## src/rtl/clint_ctrl_if.sv

```systemverilog
// Trap-sequencer bus: ID/EX pipeline taps, CSR read/write channel and redirect to ctrl.
// The slave modport is the clint_ctrl side; master is the pipeline/CSR-file side.
interface clint_ctrl_if;
    localparam int unsigned XLEN    = 64;
    localparam int unsigned ILEN    = 32;
    localparam int unsigned CSR_AW  = 12;

    logic [ILEN-1:0]   inst_i;
    logic [XLEN-1:0]   inst_addr_i;
    logic              jump_flag_i;
    logic [XLEN-1:0]   jump_addr_i;
    logic              timer_irq_i;
    logic [XLEN-1:0]   csr_mtvec_i;
    logic [XLEN-1:0]   csr_mepc_i;
    logic [XLEN-1:0]   csr_mstatus_i;
    logic              stall_flag_o;
    logic              csr_we_o;
    logic [CSR_AW-1:0] csr_waddr_o;
    logic [XLEN-1:0]   csr_wdata_o;
    logic              int_assert_o;
    logic [XLEN-1:0]   int_addr_o;

    modport slave (
        input  inst_i, inst_addr_i, jump_flag_i, jump_addr_i, timer_irq_i,
        input  csr_mtvec_i, csr_mepc_i, csr_mstatus_i,
        output stall_flag_o, csr_we_o, csr_waddr_o, csr_wdata_o,
        output int_assert_o, int_addr_o
    );

    modport master (
        output inst_i, inst_addr_i, jump_flag_i, jump_addr_i, timer_irq_i,
        output csr_mtvec_i, csr_mepc_i, csr_mstatus_i,
        input  stall_flag_o, csr_we_o, csr_waddr_o, csr_wdata_o,
        input  int_assert_o, int_addr_o
    );
endinterface

```

## src/rtl/clint_ctrl.sv

```systemverilog
// Trap sequencer: arbitrates ECALL/EBREAK, machine timer and MRET, then runs the
// fixed mepc/mcause/mstatus update sequence and issues a one-cycle redirect.
module clint_ctrl (
    input  logic          clk,
    input  logic          rst,
    clint_ctrl_if.slave   bus
);
    localparam int unsigned XLEN   = 64;
    localparam int unsigned ILEN   = 32;
    localparam int unsigned CSR_AW = 12;

    localparam logic [ILEN-1:0]   INST_ECALL  = 32'h0000_0073;
    localparam logic [ILEN-1:0]   INST_EBREAK = 32'h0010_0073;
    localparam logic [ILEN-1:0]   INST_MRET   = 32'h3020_0073;

    localparam logic [CSR_AW-1:0] CSR_MSTATUS = 12'h300;
    localparam logic [CSR_AW-1:0] CSR_MEPC    = 12'h341;
    localparam logic [CSR_AW-1:0] CSR_MCAUSE  = 12'h342;

    localparam logic [XLEN-1:0]   CAUSE_ECALL  = 64'd11;
    localparam logic [XLEN-1:0]   CAUSE_EBREAK = 64'd3;
    localparam logic [XLEN-1:0]   CAUSE_TIMER  = 64'h8000_0000_0000_0007;

    localparam int unsigned MIE_BIT  = 3;
    localparam int unsigned MPIE_BIT = 7;

    typedef enum logic [2:0] {
        S_IDLE,
        S_W_MEPC,
        S_W_MCAUSE,
        S_W_MSTATUS,
        S_ASSERT_TRAP,
        S_W_MSTATUS_MRET,
        S_ASSERT_MRET
    } state_e;

    state_e              state_q, state_d;
    logic [XLEN-1:0]     cause_q, cause_d;
    logic                csr_we_q, csr_we_d;
    logic [CSR_AW-1:0]   csr_waddr_q, csr_waddr_d;
    logic [XLEN-1:0]     csr_wdata_q, csr_wdata_d;
    logic                int_assert_q, int_assert_d;
    logic [XLEN-1:0]     int_addr_q, int_addr_d;

    logic                is_idle;
    logic                is_ecall;
    logic                is_ebreak;
    logic                is_mret;
    logic                timer_pend;
    logic                sync_exc;
    logic [XLEN-1:0]     epc;
    logic [XLEN-1:0]     mstatus_trap;
    logic [XLEN-1:0]     mstatus_mret;

    // Event decode; only meaningful while IDLE.
    always_comb begin
        is_idle    = (state_q == S_IDLE);
        is_ecall   = (bus.inst_i == INST_ECALL);
        is_ebreak  = (bus.inst_i == INST_EBREAK);
        is_mret    = (bus.inst_i == INST_MRET);
        timer_pend = bus.timer_irq_i & bus.csr_mstatus_i[MIE_BIT];
        sync_exc   = is_ecall | is_ebreak;

        // A timer trap resumes at the taken branch target so the jump is not lost.
        if (sync_exc || !bus.jump_flag_i) begin
            epc = bus.inst_addr_i;
        end else begin
            epc = bus.jump_addr_i;
        end

        mstatus_trap           = bus.csr_mstatus_i;
        mstatus_trap[MPIE_BIT] = bus.csr_mstatus_i[MIE_BIT];
        mstatus_trap[MIE_BIT]  = 1'b0;

        mstatus_mret           = bus.csr_mstatus_i;
        mstatus_mret[MIE_BIT]  = bus.csr_mstatus_i[MPIE_BIT];
        mstatus_mret[MPIE_BIT] = 1'b1;
    end

    // Next state and next registered outputs (outputs belong to the state being entered).
    always_comb begin
        state_d      = state_q;
        cause_d      = cause_q;
        csr_we_d     = 1'b0;
        csr_waddr_d  = '0;
        csr_wdata_d  = '0;
        int_assert_d = 1'b0;
        int_addr_d   = '0;

        unique case (state_q)
            S_IDLE: begin
                if (sync_exc || timer_pend) begin
                    if (is_ecall) begin
                        cause_d = CAUSE_ECALL;
                    end else if (is_ebreak) begin
                        cause_d = CAUSE_EBREAK;
                    end else begin
                        cause_d = CAUSE_TIMER;
                    end
                    state_d     = S_W_MEPC;
                    csr_we_d    = 1'b1;
                    csr_waddr_d = CSR_MEPC;
                    csr_wdata_d = epc;
                end else if (is_mret) begin
                    state_d     = S_W_MSTATUS_MRET;
                    csr_we_d    = 1'b1;
                    csr_waddr_d = CSR_MSTATUS;
                    csr_wdata_d = mstatus_mret;
                end
            end
            S_W_MEPC: begin
                state_d     = S_W_MCAUSE;
                csr_we_d    = 1'b1;
                csr_waddr_d = CSR_MCAUSE;
                csr_wdata_d = cause_q;
            end
            S_W_MCAUSE: begin
                state_d     = S_W_MSTATUS;
                csr_we_d    = 1'b1;
                csr_waddr_d = CSR_MSTATUS;
                csr_wdata_d = mstatus_trap;
            end
            S_W_MSTATUS: begin
                state_d      = S_ASSERT_TRAP;
                int_assert_d = 1'b1;
                int_addr_d   = bus.csr_mtvec_i & ~64'h3;
            end
            S_ASSERT_TRAP: begin
                state_d = S_IDLE;
            end
            S_W_MSTATUS_MRET: begin
                state_d      = S_ASSERT_MRET;
                int_assert_d = 1'b1;
                int_addr_d   = bus.csr_mepc_i;
            end
            S_ASSERT_MRET: begin
                state_d = S_IDLE;
            end
            default: begin
                state_d = S_IDLE;
            end
        endcase
    end

    always_ff @(posedge clk) begin
        if (rst) begin
            state_q      <= S_IDLE;
            cause_q      <= '0;
            csr_we_q     <= 1'b0;
            csr_waddr_q  <= '0;
            csr_wdata_q  <= '0;
            int_assert_q <= 1'b0;
            int_addr_q   <= '0;
        end else begin
            state_q      <= state_d;
            cause_q      <= cause_d;
            csr_we_q     <= csr_we_d;
            csr_waddr_q  <= csr_waddr_d;
            csr_wdata_q  <= csr_wdata_d;
            int_assert_q <= int_assert_d;
            int_addr_q   <= int_addr_d;
        end
    end

    // Stall covers the detection cycle combinationally so ID does not advance past the event.
    assign bus.stall_flag_o = !is_idle || sync_exc || timer_pend || is_mret;
    assign bus.csr_we_o     = csr_we_q;
    assign bus.csr_waddr_o  = csr_waddr_q;
    assign bus.csr_wdata_o  = csr_wdata_q;
    assign bus.int_assert_o = int_assert_q;
    assign bus.int_addr_o   = int_addr_q;
endmodule

```

## src/flat_wrapper.sv

```systemverilog
// flat-port wrapper written by rule: the top's interface ports become plain ports
module clint_ctrl_flat 
  (clk, rst, bus_inst_i, bus_inst_addr_i, bus_jump_flag_i, bus_jump_addr_i, bus_timer_irq_i, bus_csr_mtvec_i, bus_csr_mepc_i, bus_csr_mstatus_i, bus_stall_flag_o, bus_csr_we_o, bus_csr_waddr_o, bus_csr_wdata_o, bus_int_assert_o, bus_int_addr_o);
  clint_ctrl_if bus_i ();
  input  logic clk;
  input  logic rst;
  input wire logic [$bits(bus_i.inst_i)-1:0] bus_inst_i;
  input wire logic [$bits(bus_i.inst_addr_i)-1:0] bus_inst_addr_i;
  input wire logic [$bits(bus_i.jump_flag_i)-1:0] bus_jump_flag_i;
  input wire logic [$bits(bus_i.jump_addr_i)-1:0] bus_jump_addr_i;
  input wire logic [$bits(bus_i.timer_irq_i)-1:0] bus_timer_irq_i;
  input wire logic [$bits(bus_i.csr_mtvec_i)-1:0] bus_csr_mtvec_i;
  input wire logic [$bits(bus_i.csr_mepc_i)-1:0] bus_csr_mepc_i;
  input wire logic [$bits(bus_i.csr_mstatus_i)-1:0] bus_csr_mstatus_i;
  output wire logic [$bits(bus_i.stall_flag_o)-1:0] bus_stall_flag_o;
  output wire logic [$bits(bus_i.csr_we_o)-1:0] bus_csr_we_o;
  output wire logic [$bits(bus_i.csr_waddr_o)-1:0] bus_csr_waddr_o;
  output wire logic [$bits(bus_i.csr_wdata_o)-1:0] bus_csr_wdata_o;
  output wire logic [$bits(bus_i.int_assert_o)-1:0] bus_int_assert_o;
  output wire logic [$bits(bus_i.int_addr_o)-1:0] bus_int_addr_o;
  assign bus_i.inst_i = bus_inst_i;
  assign bus_i.inst_addr_i = bus_inst_addr_i;
  assign bus_i.jump_flag_i = bus_jump_flag_i;
  assign bus_i.jump_addr_i = bus_jump_addr_i;
  assign bus_i.timer_irq_i = bus_timer_irq_i;
  assign bus_i.csr_mtvec_i = bus_csr_mtvec_i;
  assign bus_i.csr_mepc_i = bus_csr_mepc_i;
  assign bus_i.csr_mstatus_i = bus_csr_mstatus_i;
  assign bus_stall_flag_o = bus_i.stall_flag_o;
  assign bus_csr_we_o = bus_i.csr_we_o;
  assign bus_csr_waddr_o = bus_i.csr_waddr_o;
  assign bus_csr_wdata_o = bus_i.csr_wdata_o;
  assign bus_int_assert_o = bus_i.int_assert_o;
  assign bus_int_addr_o = bus_i.int_addr_o;
  clint_ctrl u_core (.clk(clk), .rst(rst), .bus(bus_i));
endmodule
```

## config.mk

```make
export PLATFORM = sky130hd
export DESIGN_NAME = clint_ctrl_flat
export DESIGN_NICKNAME = d
export VERILOG_FILES = /design/src/rtl/clint_ctrl_if.sv /design/src/rtl/clint_ctrl.sv /design/src/flat_wrapper.sv
export SDC_FILE = /design/constraint.sdc
export NUM_CORES = 1
export LEC_CHECK = 0
export ABC_AREA = 1
export CORE_AREA = 4 4 195 197
export DETAILED_ROUTE_END_ITERATION = 12
export DIE_AREA = 0 0 199 201
export PLACE_DENSITY_LB_ADDON = 0.05
export SLEW_MARGIN = 30
export SYNTH_ARGS = -nofsm -noshare
export SYNTH_HDL_FRONTEND = slang
export SYNTH_SLANG_ARGS = --single-unit
```

## constraint.sdc

```tcl
create_clock -name clk -period 1.9 [get_ports clk]
set_clock_uncertainty 0.1 [all_clocks]
set_input_delay 0.38 -clock clk [delete_from_list [all_inputs] [get_ports clk]]
set_output_delay 0.38 -clock clk [all_outputs]
set_load 0.005 [all_outputs]
```

# After elaboration in Yosys (flattened, before gate mapping)
# Index checks and enable logic that the tools add are counted.
[totals] ff_bits=209 elab_cells=45
[op_classes] n_eq_ne=8 bitwise_logic=2 muxes=17 reduce_logical=11
[op_table] cell="two-way mux 64 bit" n=5
[op_table] cell="one-hot mux 64 bit (3 select lines)" n=1
[op_table] cell="one-hot mux 64 bit (2 select lines)" n=1
[op_table] cell="one-hot mux 12 bit (3 select lines)" n=1
[op_table] cell="== test 32 x 21 -> 1 bit, second input constant" n=1
[op_table] cell="== test 32 x 30 -> 1 bit, second input constant" n=1
[op_table] cell="== test 32 x 7 -> 1 bit, second input constant" n=1
[op_table] cell="one-hot mux 3 bit (5 select lines)" n=1
[op_table] cell="two-way mux 12 bit" n=1
[op_table] cell="two-way mux 10 bit" n=1
[op_table] cell="== test 3 x 2 -> 1 bit, second input constant" n=2
[op_table] cell="two-way mux 3 bit" n=2
[op_table] cell="logical OR 1 bit" n=5
[op_table] cell="OR reduction 2 bit" n=2
[op_table] cell="== test 3 x 1 -> 1 bit, second input constant" n=1
[op_table] cell="== test 3 bit, second input constant" n=1
[op_table] cell="zero test 3 bit" n=1
[op_table] cell="two-way mux 1 bit" n=3
[op_table] cell="!= test 3 bit, second input constant" n=1
[op_table] cell="zero test 1 bit" n=2
[op_table] cell="one-hot mux 1 bit (2 select lines)" n=1
[op_table] cell="AND reduction 2 bit" n=1
[op_table] cell="bitwise AND 1 bit" n=1
[op_table] cell="bitwise OR 1 bit" n=1

# Logic depth before layout (Yosys ltp)
[depth] word_depth=6 depth_mapped=14 ltp_nobuf=13

# Worst setup path after synthesis
# OpenSTA, ideal clock, no wires.
[synth_timing] kind="input port to flip-flop" start="input port bus_inst_i[31]" end="register u_core.csr_wdata_q[42] (netlist: u_core.bus.csr_wdata_o[42])" t_arrival_ns=1.460 setup_ns=0.132 slack_ns=0.208 stages=12 path_buffers=2 path_cell_list="nor2_1 -> nand2_1 -> nor2_1 -> nand2_1 -> inv_2 -> nand2_2 -> nand2_2 -> buf_6 -> buf_4 -> nand2_1 -> o211ai_1 -> a21oi_1"
[synth_between] elab_chain_cells=6 word_cells_on_any_way=10 classes_between="eq/ne (3); mux (4); bitwise (1); reduce/logical (2)"
[synth_rtl] item="start, declared" line_no="flat_wrapper.sv:7" source="input wire logic [$bits(bus_i.inst_i)-1:0] bus_inst_i;"
[synth_rtl] item="== test 32 x 7 -> 1 bit or == test 32 x 21 -> 1 bit (tied branches)" line_no="clint_ctrl.sv:58, clint_ctrl.sv:59"
[synth_rtl] item="bitwise OR 1 bit" line_no="clint_ctrl.sv:62" source="sync_exc = is_ecall | is_ebreak;"
[synth_rtl] item="logical OR 1 bit" line_no="clint_ctrl.sv:65" source="if (sync_exc || !bus.jump_flag_i) begin"
[synth_rtl] item="two-way mux 64 bit" line_no="clint_ctrl.sv:65"
[synth_rtl] item="two-way mux 64 bit *" line_no="clint_ctrl.sv:92" source="if (sync_exc || timer_pend) begin"
[synth_rtl] item="one-hot mux 64 bit (3 select lines) *" line_no="clint_ctrl.sv:90" source="unique case (state_q)"
[synth_rtl] item="end signal, assigned" line_no="clint_ctrl.sv:159" source="csr_wdata_q <= csr_wdata_d;"
[synth_rtl] item="end, declared" line_no="clint_ctrl.sv:41" source="logic [XLEN-1:0] csr_wdata_q, csr_wdata_d;"
# Mark *: on every way between the ends. The rest lies on a longest branch, timed or not.
# A chain may end at the register's enable or synchronous reset.

# Worst setup path in the final report
[layout_timing] start="input port bus_timer_irq_i" end="output port bus_stall_flag_o"
[layout_between] elab_chain_cells=3
[layout_rtl] item="start, declared" line_no="flat_wrapper.sv:11" source="input wire logic [$bits(bus_i.timer_irq_i)-1:0] bus_timer_irq_i;"
[layout_rtl] item="bitwise AND 1 bit" line_no="clint_ctrl.sv:61" source="timer_pend = bus.timer_irq_i & bus.csr_mstatus_i[MIE_BIT];"
[layout_rtl] item="logical OR 1 bit (2 in a row)" line_no="clint_ctrl.sv:166" source="assign bus.stall_flag_o = !is_idle || sync_exc || timer_pend || is_mret;"
[layout_rtl] item="end, declared" line_no="flat_wrapper.sv:15" source="output wire logic [$bits(bus_i.stall_flag_o)-1:0] bus_stall_flag_o;"
# Every way passes these cells.

==> Implementation_results.wiki <==
{| class="wikitable"
! Metric !! Value
|-
| Kind of end point of the critical path || primary output
|-
| Final period utilization || 97.8%
|-
| Total negative slack for setup checks || 0 ns
|-
| Avg WL per Cell || between 15 and 20 um
|-
| Max Fclk || approximately 540 MHz
|-
| Setup slack at placement || -0.806 ns
|-
| Warning count from the yosys run || 0
|-
| Count of unique library cells instantiated by Yosys || 26
|-
| Fillers || 3922
|-
| Number of cell rows || 70
|-
| Die width || 199 um
|-
| Weighted congestion reported at the end of routability-driven placement || roughly 0.74
|-
| Worst slew margin || between 40% and 50%
|-
| Number of nets in the finished design || 1715
|-
| Area of the mapped netlist || about 6300 um^2
|-
| Most common cell after layout, fill and taps aside || sky130_fd_sc_hd__clkdlybuf4s50_1
|-
| Starting DRT DRC Count || ~280
|-
| Final Power || about 11 mW
|-
| Largest net degree at the start of global routing || between 70 and 80
|-
| Routed via count || approximately 7800
|-
| Maximum count of clock buffers along a single path || 2
|-
| Final global-route overflow total || 0
|-
| Max Transition Viols Final || 0
|-
| Tmin final || ~1.9 ns
|-
| Ratio of total power to cell area || around 900 nW/um^2
|-
| Placed instance count || ~1800
|-
| Number of sinks handled by clock tree synthesis || 140
|-
| Synth-to-Final Area Change || 99.3%
|-
| Share of cells above drive strength 1 || ~11%
|-
| Number of max-cap violations || 0
|-
| Clock buffer count from CTS || 17
|-
| Wire length of the first global-routing pass || 49500 um
|-
| Leak pwr || between 4 and 5 nW
|-
| Tightest Hold Check Type || in -> reg
|-
| Final setup viols || 0
|-
| ANT nets after route || 0
|-
| Number of flip-flops and latches in the synthesized netlist || 140
|-
| Signal arrival time at the worst endpoint || ~1.4 ns
|-
| Standard cell area after detailed placement || 11900 um^2
|-
| Clock tree from TritonCTS || done
|-
| Type of origin of the critical path || primary input
|-
| Average instance area after synthesis || approximately 7.4 um^2
|-
| Slew at the pin closest to its max-slew limit || between 0.8 and 0.9 ns
|-
| Clock Latency Late Sink || approximately 0.43 ns
|-
| Aggregate routed wire length || between 30000 and 40000 um
|-
| Commonest cells after routing, fill and taps aside || sky130_fd_sc_hd__clkdlybuf4s50_1 (454), sky130_fd_sc_hd__nand2_1 (165), sky130_fd_sc_hd__dfxtp_1 (137), sky130_fd_sc_hd__a21oi_1 (126), sky130_fd_sc_hd__inv_1 (84)
|-
| Detailed-route vias per instance || between 4 and 5
|-
| Vias in the first global route || ~8000
|-
| Core footprint || roughly 36000 um^2
|-
| Clock transition at path regs || ~0.060 ns
|-
| Post-Layout Cell Count || roughly 1800
|-
| DRC violation count after routing || 0
|-
| First drt pass iteration count || 4
|-
| Library cell used as clock root buffer || sky130_fd_sc_hd__clkbuf_16
|-
| Final instance area || 12700 um^2
|-
| Setup ws final || around 0.042 ns
|-
| Die Y || between 200 and 250 um
|-
| Outcome || completed
|-
| Worst hold slack || between 0.2 and 0.3 ns
|-
| Post-synthesis cell count || roughly 860
|-
| Slack of the worst reg-to-reg path || approximately 0.1 ns
|-
| Endpoints failing hold || 0
|-
| Largest fanout of any net on the critical path || 2
|-
| Hold-fix buffers at CTS || 0
|-
| H-tree levels || 4
|-
| Main area contributors after synthesis || sky130_fd_sc_hd__dfxtp_1 (44%), sky130_fd_sc_hd__nand2_1 (10%), sky130_fd_sc_hd__a21oi_1 (9.9%)
|-
| Top cell type by total area after synthesis || sky130_fd_sc_hd__dfxtp_1
|-
| Number of buffers added on ports || roughly 490
|-
| Antenna violations before repair || 4
|-
| VDD IR-drop max || 0.581 mV
|-
| Share of the synthesized area in the top cell type || between 40% and 50%
|-
| Global Route Usage Sum || between 10% and 20%
|-
| Worst Setup Path Type || in -> out
|-
| IO Count || approximately 500
|-
| Total Die Area || between 30000 and 40000 um^2
|-
| Required time of the critical path || 1.42 ns
|-
| Core utilization of the finished layout || about a third
|-
| DP Wirelength || ~25000 um
|-
| Unrepaired setup endpoints after global routing || true
|-
| Initial Utilization || about 18%
|-
| Seq/Total Area, Yosys || between 40 and 50%
|}
==> kinds of logic after synthesis <==
kind of cell	share of synthesized area, %
flops	44.1
simple gates	26.3
other cells	0.0591
buf+inv	12.3
compound gates	17.2
==> worst paths after layout <==
check,start,to,cells after the start
hold / removal,bus_csr_mstatus_i[3],u_core.bus.csr_wdata_o[7]$_SDFF_PP0_,4
setup / recovery,bus_timer_irq_i,bus_stall_flag_o,8
hold reg to reg,u_core.cause_q[1]$_SDFFE_PP0P_,u_core.cause_q[1]$_SDFFE_PP0P_,2
setup reg to reg,u_core.state_q[0]$_SDFFE_PP0P_,u_core.bus.csr_we_o$_SDFF_PP0_,7
==> layer usage <==
metal	up-vias	global-route usage, %	routed length, um
met3	23	5.29	2650
li1	3896	-	-
met2	273	29.1	17700
met1	3566	18.3	13600
met5	-	0	14
met4	2	4.62	510
==> sequential cells by signal (all words and copies together) (netlist names) <==
signal / flops
u_core.state_q: 3
u_core.bus.csr_wdata_o: 64
u_core.bus.csr_waddr_o: 4
u_core.bus.csr_we_o: 1
u_core.cause_q: 3
u_core.bus.int_assert_o: 1
u_core.bus.int_addr_o: 64
==> where the power goes <==
| part | internal (mW) | switching [mW] |
|---|---|---|
| clock network | 2.16 | 1.39 |
| logic | 2.13 | 2.39 |
| registers | 3.31 | 0.108 |
| total | 7.60 | 3.89 |
==> critical path, stage by stage <==
cell	delay, ns
sky130_fd_sc_hd__clkdlybuf4s50_1	0.41
sky130_fd_sc_hd__nand2_2	0.07
sky130_fd_sc_hd__inv_1	0.06
sky130_fd_sc_hd__nor2_4	0.11
sky130_fd_sc_hd__nand2_2	0.07
sky130_fd_sc_hd__nor2_4	0.10
sky130_fd_sc_hd__inv_2	0.05
sky130_fd_sc_hd__buf_6	0.11
==> cells in the mapped netlist <==
cell / n
sky130_fd_sc_hd__inv_2: 3
sky130_fd_sc_hd__a211oi_1: 1
sky130_fd_sc_hd__conb_1: 1
sky130_fd_sc_hd__clkbuf_1: 33
sky130_fd_sc_hd__nand2_2: 2
sky130_fd_sc_hd__o21ai_0: 1
sky130_fd_sc_hd__nand2_4: 1
sky130_fd_sc_hd__nand3b_1: 4
sky130_fd_sc_hd__clkinv_1: 1
sky130_fd_sc_hd__a21oi_1: 126
sky130_fd_sc_hd__buf_2: 12
sky130_fd_sc_hd__o21ai_1: 1
sky130_fd_sc_hd__nand3_1: 76
sky130_fd_sc_hd__buf_6: 2
sky130_fd_sc_hd__nand4_1: 63
sky130_fd_sc_hd__nand2_1: 172
sky130_fd_sc_hd__nor2_2: 2
sky130_fd_sc_hd__nor2_8: 1
sky130_fd_sc_hd__buf_1: 7
sky130_fd_sc_hd__nor2_4: 2
sky130_fd_sc_hd__nor3_1: 2
sky130_fd_sc_hd__dfxtp_1: 140
sky130_fd_sc_hd__nor2_1: 35
sky130_fd_sc_hd__buf_4: 26
sky130_fd_sc_hd__o211ai_1: 59
sky130_fd_sc_hd__inv_1: 90
==> timing repair <==
action	in CTS	in global routing
pin swaps	36	32
gates cloned	0	3
setup endpoints to repair	67	84
setup buffers	5	6
gates resized for setup	90	38
==> final cells by class <==
cell class,instances,area (um^2),share of cell area [%]
clock buffer,24,482,3.81
multi-input combinational,556,2890,22.8
timing repair buffer,550,5420,42.8
sequential,140,2810,22.2
tap,468,586,4.63
antenna,3,7.51,0.0593
clock inverter,7,113,0.890
inverter,94,354,2.80
No activity file was read; power rests on OpenSTA's default activity.
